$ cat src/rtl/laser_seq_pkg.sv
// -----------------------------------------------------------------------------
// laser_seq_pkg
// Shared definitions for the laser arm sequencer:
//   - state_e       : FSM state encodings (also the state_o readback value)
//   - FL_*          : bit positions inside the 5-bit fault_latched vector
//   - CNT_W         : width of every internal cycle counter
//   - last_count()  : terminal count for a cycle parameter (0 behaves as 1)
//   - sat_inc()     : saturating counter increment
// -----------------------------------------------------------------------------
package laser_seq_pkg;

  localparam int CNT_W = 32;
  localparam int FL_W  = 5;

  localparam int FL_PW   = 0;
  localparam int FL_RATE = 1;
  localparam int FL_PEAK = 2;
  localparam int FL_PWR  = 3;
  localparam int FL_WDT  = 4;

  typedef enum logic [2:0] {
    ST_OFF      = 3'd0,
    ST_PG_WAIT  = 3'd1,
    ST_SETTLE   = 3'd2,
    ST_ARMED    = 3'd3,
    ST_FAULT    = 3'd4,
    ST_COOLDOWN = 3'd5
  } state_e;

  // Counters start at 0 on state entry, so an N-cycle wait ends when the
  // counter holds N-1. A zero parameter is treated as a one-cycle wait.
  function automatic logic [CNT_W-1:0] last_count(input int unsigned cycles);
    if (cycles == 32'd0) begin
      return {CNT_W{1'b0}};
    end else begin
      return CNT_W'(cycles - 32'd1);
    end
  endfunction

  function automatic logic [CNT_W-1:0] sat_inc(input logic [CNT_W-1:0] v);
    if (&v) begin
      return v;
    end else begin
      return v + {{(CNT_W-1){1'b0}}, 1'b1};
    end
  endfunction

endpackage

$ cat src/rtl/seq_watchdog.sv
// -----------------------------------------------------------------------------
// seq_watchdog
// Kick/reload watchdog used while the laser is armed.
// Ports:
//   clk_i     system clock
//   rst_i     asynchronous active-high reset
//   run_i     counter runs while high, held at zero while low
//   kick_i    single-cycle kick, reloads the counter
//   expire_o  high in the cycle whose edge would complete WDT_CYCLES
//             cycles without a kick (combinational, feeds the FSM)
// -----------------------------------------------------------------------------
module seq_watchdog
  import laser_seq_pkg::*;
#(
  parameter int unsigned WDT_CYCLES = 32'd25000000
) (
  input  logic clk_i,
  input  logic rst_i,
  input  logic run_i,
  input  logic kick_i,
  output logic expire_o
);

  localparam logic [CNT_W-1:0] WDT_LAST = last_count(WDT_CYCLES);

  logic [CNT_W-1:0] cnt_q, cnt_d;

  // Hold at zero when not running so ARMED entry always starts a fresh count;
  // a kick in the expiry cycle wins over the expiry.
  always_comb begin
    cnt_d    = sat_inc(cnt_q);
    expire_o = 1'b0;
    if (!run_i || kick_i) begin
      cnt_d = {CNT_W{1'b0}};
    end else begin
      expire_o = (cnt_q >= WDT_LAST);
    end
  end

  always_ff @(posedge clk_i or posedge rst_i) begin
    if (rst_i) begin
      cnt_q <= {CNT_W{1'b0}};
    end else begin
      cnt_q <= cnt_d;
    end
  end

endmodule

$ cat src/rtl/laser_arm_sequencer.sv
// -----------------------------------------------------------------------------
// laser_arm_sequencer
// Owns the decision of when the laser may emit: power-up debounce, settle,
// arming, fault latching/shutdown, host fault clear and cooldown.
// Optional feature macro: LASER_SEQ_WATCHDOG_EN (armed-state host watchdog).
// Ports:
//   clk, rst        25 MHz clock, asynchronous active-high reset
//   enable_req      host enable level
//   clear_req       host fault-clear pulse (honoured only in FAULT with
//                   enable_req low)
//   wdt_kick        host watchdog kick pulse (watchdog builds only)
//   pwr_good        synchronized laser supply good
//   fault_in[2:0]   checker fail levels: pulse width, rate, peak current
//   laser_pwr_en    laser supply enable (registered)
//   ta_shutdown     TA shutdown, 1 inhibits emission (registered)
//   armed           high only in ARMED (registered)
//   clear_out       one-cycle clear pulse to the checkers (registered)
//   fault_latched   {wdt, pwr lost, peak, rate, pw} latched faults
//   state_o         current state encoding
// -----------------------------------------------------------------------------
module laser_arm_sequencer
  import laser_seq_pkg::*;
#(
  parameter int unsigned PG_DEBOUNCE     = 32'd250,
  parameter int unsigned SETTLE_CYCLES   = 32'd25000,
  parameter int unsigned COOLDOWN_CYCLES = 32'd250000,
  parameter int unsigned WDT_CYCLES      = 32'd25000000
) (
  input  logic            clk,
  input  logic            rst,
  input  logic            enable_req,
  input  logic            clear_req,
  input  logic            wdt_kick,
  input  logic            pwr_good,
  input  logic [2:0]      fault_in,
  output logic            laser_pwr_en,
  output logic            ta_shutdown,
  output logic            armed,
  output logic            clear_out,
  output logic [FL_W-1:0] fault_latched,
  output logic [2:0]      state_o
);

  localparam logic [CNT_W-1:0] PG_LAST     = last_count(PG_DEBOUNCE);
  localparam logic [CNT_W-1:0] SETTLE_LAST = last_count(SETTLE_CYCLES);
  localparam logic [CNT_W-1:0] COOL_LAST   = last_count(COOLDOWN_CYCLES);

  state_e            state_q, state_d;
  logic [CNT_W-1:0]  cnt_q, cnt_d;
  logic [FL_W-1:0]   fl_q, fl_d;
  logic              pwr_en_q, pwr_en_d;
  logic              shdn_q, shdn_d;
  logic              armed_q, armed_d;
  logic              clr_q, clr_d;
  logic              wdt_run_s;
  logic              wdt_expire_s;
  logic [FL_W-1:0]   src_s;

  assign wdt_run_s = (state_q == ST_ARMED);

`ifdef LASER_SEQ_WATCHDOG_EN
  seq_watchdog #(
    .WDT_CYCLES (WDT_CYCLES)
  ) u_wdt (
    .clk_i    (clk),
    .rst_i    (rst),
    .run_i    (wdt_run_s),
    .kick_i   (wdt_kick),
    .expire_o (wdt_expire_s)
  );
`else
  logic unused_wdt_s;
  assign unused_wdt_s = wdt_kick ^ wdt_run_s;
  assign wdt_expire_s = 1'b0;
`endif

  // Fault sources visible this cycle; the watchdog bit can only be set in ARMED.
  assign src_s = {wdt_expire_s, ~pwr_good, fault_in};

  // Next-state, counter, fault latch and next-output logic.
  always_comb begin
    state_d = state_q;
    cnt_d   = sat_inc(cnt_q);
    fl_d    = fl_q;
    clr_d   = 1'b0;

    case (state_q)
      ST_OFF: begin
        // Faults here only block arming; nothing latches.
        if (enable_req && (fl_q == {FL_W{1'b0}}) && (fault_in == 3'b000)) begin
          state_d = ST_PG_WAIT;
        end else begin
          state_d = ST_OFF;
        end
      end
      ST_PG_WAIT: begin
        if (!pwr_good) begin
          cnt_d = {CNT_W{1'b0}};
        end else begin
          cnt_d = sat_inc(cnt_q);
        end
        if (!enable_req) begin
          state_d = ST_OFF;
        end else if (pwr_good && (cnt_q >= PG_LAST)) begin
          state_d = ST_SETTLE;
        end else begin
          state_d = ST_PG_WAIT;
        end
      end
      ST_SETTLE: begin
        if (|src_s) begin
          fl_d    = fl_q | src_s;
          state_d = ST_FAULT;
        end else if (!enable_req) begin
          state_d = ST_COOLDOWN;
        end else if (cnt_q >= SETTLE_LAST) begin
          state_d = ST_ARMED;
        end else begin
          state_d = ST_SETTLE;
        end
      end
      ST_ARMED: begin
        if (|src_s) begin
          fl_d    = fl_q | src_s;
          state_d = ST_FAULT;
        end else if (!enable_req) begin
          state_d = ST_COOLDOWN;
        end else begin
          state_d = ST_ARMED;
        end
      end
      ST_FAULT: begin
        // A clear in the same cycle as a new source wins: the checkers are
        // cleared too, and anything still high re-latches after cooldown.
        if (clear_req && !enable_req) begin
          fl_d    = {FL_W{1'b0}};
          clr_d   = 1'b1;
          state_d = ST_COOLDOWN;
        end else begin
          fl_d    = fl_q | src_s;
          state_d = ST_FAULT;
        end
      end
      ST_COOLDOWN: begin
        if (cnt_q >= COOL_LAST) begin
          if (|fault_in) begin
            fl_d    = fl_q | {2'b00, fault_in};
            state_d = ST_FAULT;
          end else begin
            state_d = ST_OFF;
          end
        end else begin
          state_d = ST_COOLDOWN;
        end
      end
      default: begin
        state_d = ST_FAULT;
      end
    endcase

    if (state_d != state_q) begin
      cnt_d = {CNT_W{1'b0}};
    end else begin
      cnt_d = cnt_d;
    end

    // Outputs are decoded from the next state so they change on the same edge.
    pwr_en_d  = (state_d == ST_SETTLE) || (state_d == ST_ARMED);
    shdn_d    = (state_d != ST_ARMED);
    armed_d   = (state_d == ST_ARMED);
  end

  // State, counter, fault latch and output registers.
  always_ff @(posedge clk or posedge rst) begin
    if (rst) begin
      state_q  <= ST_OFF;
      cnt_q    <= {CNT_W{1'b0}};
      fl_q     <= {FL_W{1'b0}};
      pwr_en_q <= 1'b0;
      shdn_q   <= 1'b1;
      armed_q  <= 1'b0;
      clr_q    <= 1'b0;
    end else begin
      state_q  <= state_d;
      cnt_q    <= cnt_d;
      fl_q     <= fl_d;
      pwr_en_q <= pwr_en_d;
      shdn_q   <= shdn_d;
      armed_q  <= armed_d;
      clr_q    <= clr_d;
    end
  end

  assign laser_pwr_en  = pwr_en_q;
  assign ta_shutdown   = shdn_q;
  assign armed         = armed_q;
  assign clear_out     = clr_q;
  assign fault_latched = fl_q;
  assign state_o       = state_q;

endmodule

$ cat config.mk
export PLATFORM = sky130hd
export DESIGN_NAME = laser_arm_sequencer
export DESIGN_NICKNAME = d
export VERILOG_FILES = /design/src/rtl/laser_seq_pkg.sv /design/src/rtl/seq_watchdog.sv /design/src/rtl/laser_arm_sequencer.sv
export SDC_FILE = /design/constraint.sdc
export NUM_CORES = 1
export LEC_CHECK = 0
export BUFFER_PORTS_ARGS = -buffer_cell sky130_fd_sc_hd__buf_4
export CAP_MARGIN = 20
export CORE_UTILIZATION = 29
export CTS_CLUSTER_SIZE = 40
export DETAILED_ROUTE_END_ITERATION = 8
export SLEW_MARGIN = 40
export SYNTH_ARGS = -nofsm -noshare
export SYNTH_HDL_FRONTEND = slang
export SYNTH_SLANG_ARGS = --single-unit
$ cat constraint.sdc
create_clock -name clk -period 2.3 [get_ports clk]
set_clock_uncertainty 0.15 [all_clocks]
set_input_delay 0.46 -clock clk [delete_from_list [all_inputs] [get_ports clk]]
set_output_delay 0.46 -clock clk [all_outputs]
set_load 0.05 [all_outputs]
==> run metrics <==
Area Growth Syn to Fin=36.2%; critical path peak fanout=9; worst slew pin tran=0.540 ns; final std cells w/o fill=466; post-route antenna net violation count=0; # setup viols final=34; Setup TNS Final=-7.05 ns; FF+latch count, synth=43; most frequent cells in the layout=buf_4, dfrtp_1, nor2_1; Tcrit/Tclk final=1.11; largest net degree at the start of global routing=26; placed cells=453; Cell Pwr Density=714 nW/µm²; I/O pin cnt=21; Final Hold Viols=0; hpwl dp=4490 µm; fillers=833; failing checks=negative setup slack; area of the core=8380 µm²; port buffer count=18; Pint=1550 µW; Clock Tree Buf Depth=2; post-synth top area share=0.410; vias in the first global route=2235; crit path DAT=2.63 ns; Critical Path RT=2.38 ns; yosys warns=0; DRT iter0 DRCs=71; vias per cell=4.80; RSZ-0062 raised after global routing=yes; Clock Latency Late Sink=0.30 ns; dominant synthesized flop cell=dfrtp_1; max_slew headroom=0.637; gp weighted congestion=0.804; routed wire length=6070 µm; sequential area share after synthesis=0.420; EDFF count, synth=0; CTS tree=done; via count=2239; DRT Pass-1 Iters=4; Clock Power Share=0.218; num rows=33; Die Wd=96.0 µm; syn_area_per_cell=9.22 µm²; Sw Share=0.377; combinational share of power=0.414; most common cell after layout, fill and taps aside=buf_4; Worst setup SP type=flop; Critical Path End Type=flop; status=finished, violations left; Hold Crit Class=in -> async; Gate Count Post-Synth=278; antenna violations before repair=0; syn_nets=290; Tmin final=2.55 ns; placed inst area=3270 µm²; layout cells sized above 1=0.371; first-pass GRT wire length=10300 µm; grt ovf=0; Flop pwr share=0.368; Initial Util=0.306; Synth cell types=52; maximum vdd drop=0.393 mV; worst hold margin=0.0123 ns; aggregate global-route resource usage=0.144; # hold bufs at CTS=0; biggest area consumer among synthesized cells=dfrtp_1; synthesized area=2560 µm²; kind of critical path=reg -> reg; Synth area leaders=dfrtp_1, xnor2_1, nor2_1; H-Tree Depth=2; Synth async-reset ratio=1.00; Die H=96.0 µm; DIE AREA=9220 µm²; Lkg Pwr=0.00150 µW; post-DR wirelength/cell=13.0 µm; Max Clock Freq=0.393 GHz; Clock Sinks=43; design area=3490 µm²; NetSw=939 µW; DR DRC count=0; Max-Cap Viols=0; max-slew violations=0; clock root buffer=clkbuf_8; worst setup margin=-0.246 ns; # diodes=0; fin nets=372; total CTS buffers=5; clk slew on worst S/H paths=0.08 ns
[registers in the layout (all words and copies together) (netlist names)]
register,count
laser_pwr_en,1
ta_shutdown,1
armed,1
fault_latched,4
cnt_q,32
clear_out,1
state_o,3
[area by class of cell]
| type | instances | area [µm²] | share of cell area |
|---|---|---|---|
| Sequential cell | 43 | 1080 | 0.309 |
| Clock inverter | 1 | 7.51 | 0.00215 |
| Multi-Input combinational cell | 211 | 1430 | 0.410 |
| Clock buffer | 7 | 96.3 | 0.0276 |
| Timing Repair Buffer | 88 | 703 | 0.201 |
| Tap cell | 105 | 131 | 0.0376 |
| Inverter | 11 | 41.3 | 0.0118 |
[worst max-delay path, stage by stage, from the launching register on]
cell,delay (ns)
dfrtp_1,0.42
nor4_4,0.31
nand4_1,0.13
buf_4,0.18
a221oi_4,0.22
nand3_1,0.15
and3_4,0.22
a211o_4,0.40
clkbuf_16,0.19
nor2_1,0.10
[cells by family (layout without fill, tap and decap cells)]
logic type,Yosys count,count (layout),synth area share
simple gates,144,144,0.315
flops,43,43,0.420
compound gates,35,35,0.105
xor+xnor,26,26,0.0888
buf+inv,24,107,0.0473
fa+ha+maj,3,3,0.0146
mux,2,2,0.00781
other cells,1,1,0.00146
[metal layers]
| layer | vias to the layer above | GRT usage | wire (µm) |
|---|---|---|---|
| met5 | - | 0 | 0 |
| met4 | 0 | 0.0410 | 54 |
| met3 | 5 | 0.0284 | 139 |
| met2 | 32 | 0.245 | 2980 |
| met1 | 1071 | 0.185 | 2900 |
| li1 | 1131 | - | - |
[through the flow]
stage | setup slack (ns) | utilization | power, µW
final | -0.246 | 0.416 | 2490
after global routing | -0.399 | 0.416 | 2650
after CTS | -0.218 | 0.406 | 2420
after detailed placement | -0.379 | 0.390 | 1870
after global placement | -0.293 | 0.390 | 1860
after floorplan | 0.0330 | - | 1530
[power by group through the flow]
stage	Sequential (µW)	Clock, µW	Combinational, µW
finish	918	543	1030
global route	935	589	1130
CTS	914	560	948
detailed placement	928	0	944
global placement	927	0	936
floorplan	1060	0	464
[worst paths after layout]
kind,from,endpoint,slack [ns],cells past startpoint
worst min register to register,fault_latched[2],fault_latched[2],0.39,2
max in group asynchronous,rst,ta_shutdown,1.44,3
worst max-delay path,cnt_q[23],cnt_q[21],-0.25,9
worst max register to register,cnt_q[23],cnt_q[21],-0.25,9
worst min-delay path,rst,cnt_q[20],0.01,2
min in group clk,fault_in[2],fault_latched[2],0.27,3
[cell usage after synthesis (2+ instances only)]
cell      number
dfrtp_1       42
nor2_1        35
xnor2_1       20
nand2_1       19
nand3_1       15
nor3_1        15
a21oi_1       12
inv_1         11
nor2_2        11
nand4_1        7
nor4_1         7
xor2_1         6
and4_1         5
clkbuf_1       5
o21ai_0        5
a211oi_1       4
buf_2          4
buf_6          3
ha_1           3
nor2b_1        3
nor3b_1        3
nor4_2         3
or3_1          3
a21oi_2        2
and3_1         2
mux2i_1        2
nand2b_1       2
nand3b_1       2
nor3_2         2
nor3_4         2
nor4b_1        2
[what timing repair did]
action	CTS	global route
resized for setup	3	8
buffers inserted	1	3
gates cloned	0	1
endpoints found under the setup margin	36	36
pin swaps	3	7
Note: power is estimated with default switching activity, not from simulation.
